## config.mk

```make
export PLATFORM = sky130hd
export DESIGN_NAME = imem_loader
export DESIGN_NICKNAME = d
export VERILOG_FILES = /design/src/rtl/imem_loader.sv
export SDC_FILE = /design/constraint.sdc
export NUM_CORES = 1
export LEC_CHECK = 0
export ABC_AREA = 1
export CAP_MARGIN = 20
export CORE_MARGIN = 2
export CORE_UTILIZATION = 50
export CTS_CLUSTER_SIZE = 25
export DETAILED_ROUTE_END_ITERATION = 10
export PLACE_DENSITY = 0.72
export SYNTH_ARGS = -nofsm -noshare
export SYNTH_HDL_FRONTEND = slang
export SYNTH_SLANG_ARGS = --single-unit
```

## constraint.sdc

```tcl
create_clock -name clk -period 2.5 [get_ports clk]
set_input_delay 0.375 -clock clk [delete_from_list [all_inputs] [get_ports clk]]
set_output_delay 0.375 -clock clk [all_outputs]
set_load 0.02 [all_outputs]
```

## src/rtl/imem_loader.sv

```systemverilog
// rtl/imem_loader.sv - boot-time byte-stream loader for the instruction RAM
module imem_loader #(
    parameter int ADDR_W = 10
) (
    input  logic              clk,
    input  logic              reset,
    input  logic              rx_valid,
    input  logic [7:0]        rx_data,
    output logic              rx_ready,
    output logic              we,
    output logic [ADDR_W-1:0] wa,
    output logic [31:0]       wd,
    output logic              busy,
    output logic              done,
    output logic              err,
    output logic              cpu_reset
);

    typedef enum logic [2:0] {
        HDR_HI = 3'd0,
        HDR_LO = 3'd1,
        DATA   = 3'd2,
        CSUM   = 3'd3,
        DONE   = 3'd4,
        ERR    = 3'd5
    } state_t;

    // Depth held at 32 bits so the 16-bit count compares without truncation.
    localparam logic [31:0] DEPTH = 32'd1 << ADDR_W;

    state_t            state;
    logic [7:0]        cnt_hi;
    logic [15:0]       cnt;
    logic [1:0]        bidx;
    logic [ADDR_W-1:0] widx;
    logic [7:0]        sum;
    logic [23:0]       shift;

    logic              xfer;
    logic [15:0]       n_hdr;
    logic [7:0]        sum_next;
    logic [15:0]       last_idx;
    logic [15:0]       widx16;

    assign xfer     = rx_valid & rx_ready;
    assign n_hdr    = {cnt_hi, rx_data};
    assign sum_next = sum + rx_data;
    assign last_idx = cnt - 16'd1;
    assign widx16   = 16'(widx);

    // Status outputs are pure decodes of the state register.
    assign rx_ready  = (state != DONE) && (state != ERR);
    assign busy      = (state != DONE) && (state != ERR);
    assign done      = (state == DONE);
    assign err       = (state == ERR);
    assign cpu_reset = (state != DONE);

    // Loader FSM: header parse, word assembly with one-deep write register, checksum verdict.
    always_ff @(posedge clk) begin
        if (reset) begin
            state  <= HDR_HI;
            cnt_hi <= 8'd0;
            cnt    <= 16'd0;
            bidx   <= 2'd0;
            widx   <= '0;
            sum    <= 8'd0;
            shift  <= 24'd0;
            we     <= 1'b0;
            wa     <= '0;
            wd     <= 32'd0;
        end else begin
            // The strobe lasts exactly one cycle; wa/wd keep their last values.
            we <= 1'b0;
            case (state)
                HDR_HI: begin
                    if (xfer) begin
                        cnt_hi <= rx_data;
                        state  <= HDR_LO;
                    end
                end
                HDR_LO: begin
                    if (xfer) begin
                        cnt <= n_hdr;
                        if ({16'd0, n_hdr} > DEPTH) begin
                            state <= ERR;
                        end else if (n_hdr == 16'd0) begin
                            state <= CSUM;
                        end else begin
                            state <= DATA;
                        end
                    end
                end
                DATA: begin
                    if (xfer) begin
                        shift <= {shift[15:0], rx_data};
                        sum   <= sum_next;
                        bidx  <= bidx + 2'd1;
                        if (bidx == 2'd3) begin
                            we   <= 1'b1;
                            wa   <= widx;
                            wd   <= {shift, rx_data};
                            widx <= widx + ADDR_W'(1);
                            if (widx16 == last_idx) begin
                                state <= CSUM;
                            end
                        end
                    end
                end
                CSUM: begin
                    if (xfer) begin
                        state <= (sum_next == 8'd0) ? DONE : ERR;
                    end
                end
                default: begin
                    // DONE and ERR are terminal until reset.
                end
            endcase
        end
    end

endmodule

```

---- Word level (Yosys, flattened, before mapping) ----
Cells that the tools add are included.
storage, ports and cells
  register bits ........................... 114
  bits of input ports ..................... 11
  output and inout bits ................... 48
  logic and storage cells ................. 55
cells by class
  add/subtract/negate cells ............... 4
  $lt $le $gt $ge ......................... 1
  equality and inequality tests ........... 15
  multiplexer cells ....................... 11
  bitwise operators ....................... 3
  reduce and logical (&&, ||, !) cells .... 11
operator list
  cell                   number
  $mux 3                 7
  $eq 10x16->1           1
  $gt 16x11->1 const B   1
  $logic_not 16->1       1
  $sub 16x1->16 const B  1
  $ne 2x2->1 const B     6
  $pmux 3 s4             1
  $add 10x1->10 const B  1
  $add 8x8->8            1
  $logic_not 8->1        1
  $reduce_and 7->1       1
  $eq 3x2->1 const B     2
  $eq 3x3->1 const B     2
  $ne 3x3->1 const B     2
  $reduce_and 2->1       3
  $reduce_bool 4->1      1
  $eq 3x1->1 const B     1
  $logic_not 3->1        1
  $mux 1                 3
  $reduce_and 3->1       1
  $reduce_or 3->1        1
  $add 2x1->2 const B    1
  $eq 2x2->1 const B     1
  $not 1->1              2
  other kinds (2)        2

---- Logic depth before layout (Yosys ltp) ----
  depth in word-level cells ............... 6
  depth in mapped cells ................... 17

---- Worst setup path after synthesis ----
OpenSTA, ideal clock, no wires.
  kind .................................... input-to-reg
  start point ............................. in rx_data[0]
  end point ............................... reg state[0]
  library setup time ...................... 0.113 ns
  data arrival time ....................... 1.721 ns
  path slack .............................. 0.666 ns
  cell stages on the path ................. 12
  buffers on the path ..................... 0
  cells stage by stage .................... ha_1 fa_1 nand3_1 nand2_1 nand3_1 nand2_1 xor2_1 nand4_1 nand2_1 nand2_1 nor2_1 nor2_1
on the way
  longest elaborated chain between the ends .. 5
  elaborated cells on any way between the ends .. 10
ends and longest elaborated chain
  item                                                    line     text
  start: declaration                                      8        input logic [7:0] rx_data,
  $add 8x8->8 / $logic_not 16->1 (equally long branches)  47, 86
  $logic_not 8->1 / $mux 1 (equally long branches)        111, 86
  $mux 1 / $mux 3 (equally long branches)                 111, 84
  $mux 3 (on tied branches)                               110, 82
  $pmux 3 s4 (*)                                          74       case (state)
  end signal: assignment                                  111      state <= (sum_next == 8'd0) ? DONE : ERR;
  end: declaration                                        31       state_t state;
Mark *: on every way between the ends. The rest lies on a longest branch, timed or not. The select of a mux whose other input is x is not followed.
A chain may end at the register's enable or synchronous reset.

---- Worst setup path after layout ----
  start point ............................. reg state[0]
  end point ............................... out busy
on the way
  longest elaborated chain between the ends .. 2
  elaborated cells on any way between the ends .. 3
ends and longest elaborated chain
  item                   line  text
  $ne 3x3->1             53    assign busy = (state != DONE) && (state != ERR);
  $logic_and 1x1->1 (*)  53
  end: declaration       13    output logic busy,
Mark *: on every way between the ends. The rest lies on a longest branch, timed or not.

==> flow_metrics.env <==
export IMPL_dp_hpwl_mm=8.759
export IMPL_fp_dieW_um=104.6
export IMPL_drc=0
export IMPL_clock_path_buffers=2
export IMPL_holdPathEnd="wd[29]"
export IMPL_synthTopCellsByCount="118 x nand2_1, 114 x dfxtp_1, 80 x o21ai_0"
export IMPL_synth_edff_count=0
export IMPL_intPower_mw=3.637
export IMPL_dp_cells=870
export IMPL_start_kind="flip-flop"
export IMPL_tightest_slew_ns=0.8581
export IMPL_r2r_end="state[0]"
export IMPL_grt_pass1_vias=4677
export IMPL_routedWlPerCell_um=13.86
export IMPL_crit_top_cell="inv_1"
export IMPL_grt_pass1_wl_mm=21.22
export IMPL_io_pins=59
export IMPL_end_kind="output pin"
export IMPL_ys_top_cells_by_area="dfxtp_1 45%, nand2_1 8.8%, o21ai_0 7.9%"
export IMPL_fillerInstances=836
export IMPL_fin_tns_setup_ns=0
export IMPL_reg2reg_slack_ns=0.49
export IMPL_fin_crit_ns=2.272
export IMPL_cts_htree_levels=4
export IMPL_fp_dieArea_mm2=0.01093
export IMPL_min_period_over_period=0.9087
export IMPL_cts_root_buffer="clkbuf_8"
export IMPL_cp_max_fo=4
export IMPL_power_frac_seq=0.387
export IMPL_finalNonFillerCells=902
export IMPL_worstHoldStart="shift[21]"
export IMPL_ctsHoldBuffers=0
export IMPL_cp_arrival_ns=1.90
export IMPL_grt_max_degree=51
export IMPL_synth_most_common_cell="nand2_1"
export IMPL_dp_slack_ns=-0.01709
export IMPL_switching_share=0.3084
export IMPL_max_slew_margin_rel=0.4273
export IMPL_irDropWorstVdd_v=0.0004101
export IMPL_finalMaxSlewViolations=0
export IMPL_min_path_type="reg2reg"
export IMPL_synth_seq_cells=114
export IMPL_area_delta_synth_final_pct=25.84
export IMPL_synth_top_cell_area_share=0.4514
export IMPL_coreArea_mm2=0.009774
export IMPL_reg2reg_from="cnt[0]"
export IMPL_p_comb_frac=0.180
export IMPL_portBuffers=58
export IMPL_critical_path_max_stage_delay_ns=0.53
export IMPL_viasPerCell=5.289
export IMPL_r2r_cells=15
export IMPL_netlist_area_mm2=0.005056
export IMPL_report_power_total_mw=5.259
export IMPL_rsz0062_at_grt="false"
export IMPL_clkSinkCount=114
export IMPL_p_per_area_mw_per_mm2=826.5
export IMPL_fin_nets=778
export IMPL_crit_chain="inv_1 -> nor2_1 -> inv_1 -> a21oi_1 -> inv_1 -> clkdlybuf4s50_1"
export IMPL_power_share_clock=0.433
export IMPL_synth_nets=717
export IMPL_ys_types=33
export IMPL_hold_violations=0
export IMPL_rows=36
export IMPL_critPathKind="reg2out"
export IMPL_min_path_cells=2
export IMPL_die_y_um=104.6
export IMPL_status="finished clean"
export IMPL_power_leakage_nw=2.694
export IMPL_routed_wirelength_mm=12.50
export IMPL_drtAntennaViolNets=0
export IMPL_setup_ws_ns=0.2282
export IMPL_num_antenna_cells=0
export IMPL_track_usage=0.2367
export IMPL_p_sw_mw=1.622
export IMPL_drive_above_1_share=0.09883
export IMPL_cp_slowest_cell="clkdlybuf4s50_1"
export IMPL_setup_violations=0
export IMPL_num_vias=4771
export IMPL_multiInputGateArea_mm2=0.002349
export IMPL_start_util=0.5173
export IMPL_synthCells=695
export IMPL_cp_required_ns=2.12
export IMPL_yosysWarningCount=0
export IMPL_ff_latch_area_mm2=0.002282
export IMPL_clk_latency_ns=0.51
export IMPL_clock_fmax_ghz=0.4402
export IMPL_yosys_area_top_type="dfxtp_1"
export IMPL_fin_skew_ns=0.005465
export IMPL_cts_tree="done"
export IMPL_async_flop_share=0
export IMPL_clkSlewWorstSetupHoldPaths_ns=0.06
export IMPL_synth_avg_cell_area_um2=7.275
export IMPL_maxCapViolations=0
export IMPL_drt_pass1_iter_count=5
export IMPL_synth_flop_cell="dfxtp_1"
export IMPL_yosysSeqAreaShare=0.4514
export IMPL_cts_buffers=17
export IMPL_postLayoutCellArea_mm2=0.006362
export IMPL_antenna_found_initial=0
export IMPL_postCtsSetupBuffers=0
export IMPL_postCtsResizedCells=0
export IMPL_place_area_mm2=0.005801
export IMPL_gr_total_overflow=0
export IMPL_gp_congestion=0.9231
export IMPL_drt_iter0_markers=281
==> sequential cells by signal, indices dropped and copies added, names as in the netlist <==
| register | count |
|---|---|
| bidx | 2 |
| cnt | 16 |
| cnt_hi | 8 |
| shift | 24 |
| state | 3 |
| sum | 8 |
| wa | 10 |
| wd | 32 |
| we | 1 |
| widx | 10 |
==> power by group through the flow <==
stage               Clock (mW)  Sequential, mW  Combinational, mW
detailed placement           0            2.07              0.929
finish                    2.28            2.04              0.947
global placement             0            2.07              0.900
floorplan                    0            2.04              0.724
CTS                       2.30            2.03              0.938
global route              2.38            2.05               1.08
==> metrics by stage <==
stage | hold WS [ns] | util
after floorplan | 0.4302 | -
after global placement | 0.4506 | 0.5934
after detailed placement | 0.4515 | 0.5934
after CTS | 0.4657 | 0.6509
after global routing | 0.4861 | 0.6509
final | 0.4634 | 0.6509
==> critical path, delay by kind of cell (launching register included) <==
| kind | cells | cell delay, ns |
|---|---|---|
| buf+inv | 4 | 0.78 |
| simple gates | 1 | 0.10 |
| compound gates | 1 | 0.13 |
| flops | 1 | 0.38 |
==> cell type report <==
cell class                      count  share of cell area
Clock inverter                     15             0.02321
Timing Repair Buffer               74              0.1121
Clock buffer                       17             0.06509
Tap cell                          133             0.02616
Multi-Input combinational cell    472              0.3691
Inverter                           77             0.04562
Sequential cell                   114              0.3587
==> cell families after synthesis <==
| family | share of synthesized area |
|---|---|
| buf+inv | 0.08414 |
| simple gates | 0.2447 |
| xor+xnor | 0.02549 |
| fa+ha+maj | 0.02871 |
| compound gates | 0.1656 |
| flops | 0.4514 |
==> layout by cell type (no fill, tap or decap), types with 2 or more instances in the layout <==
cell,count
nor3_1,10
nor2_2,7
xnor2_1,6
clkinv_4,2
or2_2,2
inv_2,4
nor2_4,2
xor2_1,6
clkinv_2,2
inv_6,7
buf_4,15
nand2_1,118
o21ai_0,80
a21oi_1,78
clkbuf_16,16
dfxtp_1,114
inv_1,72
nor3_2,2
clkdlybuf4s50_1,58
nand3_1,50
o211ai_1,3
ha_1,10
nor2_1,77
nand4_1,4
nand2_2,8
clkinvlp_4,3
nor4_1,2
==> routing by layer <==
metal  global-route usage  share of wire  vias up  routed length, µm
li1                     -              -     2390                  -
met1               0.2996           0.45     2228               5585
met2               0.3978           0.48      126               6046
met3              0.04554          0.049       27                610
met4              0.09266          0.021        0                261
met5                    0              0        -                  0
==> worst max path at each step <==
stage,startpoint,endpoint,depth (start not counted)
3_5_place_dp,rx_data[0],state[0],13
6_report,state[0],busy,6
2_1_floorplan,rx_data[0],state[0],12
3_3_place_gp,rx_data[0],state[0],11
4_1_cts,state[0],busy,6
5_1_grt,state[0],busy,6
Note: power is estimated with default switching activity, not from simulation.
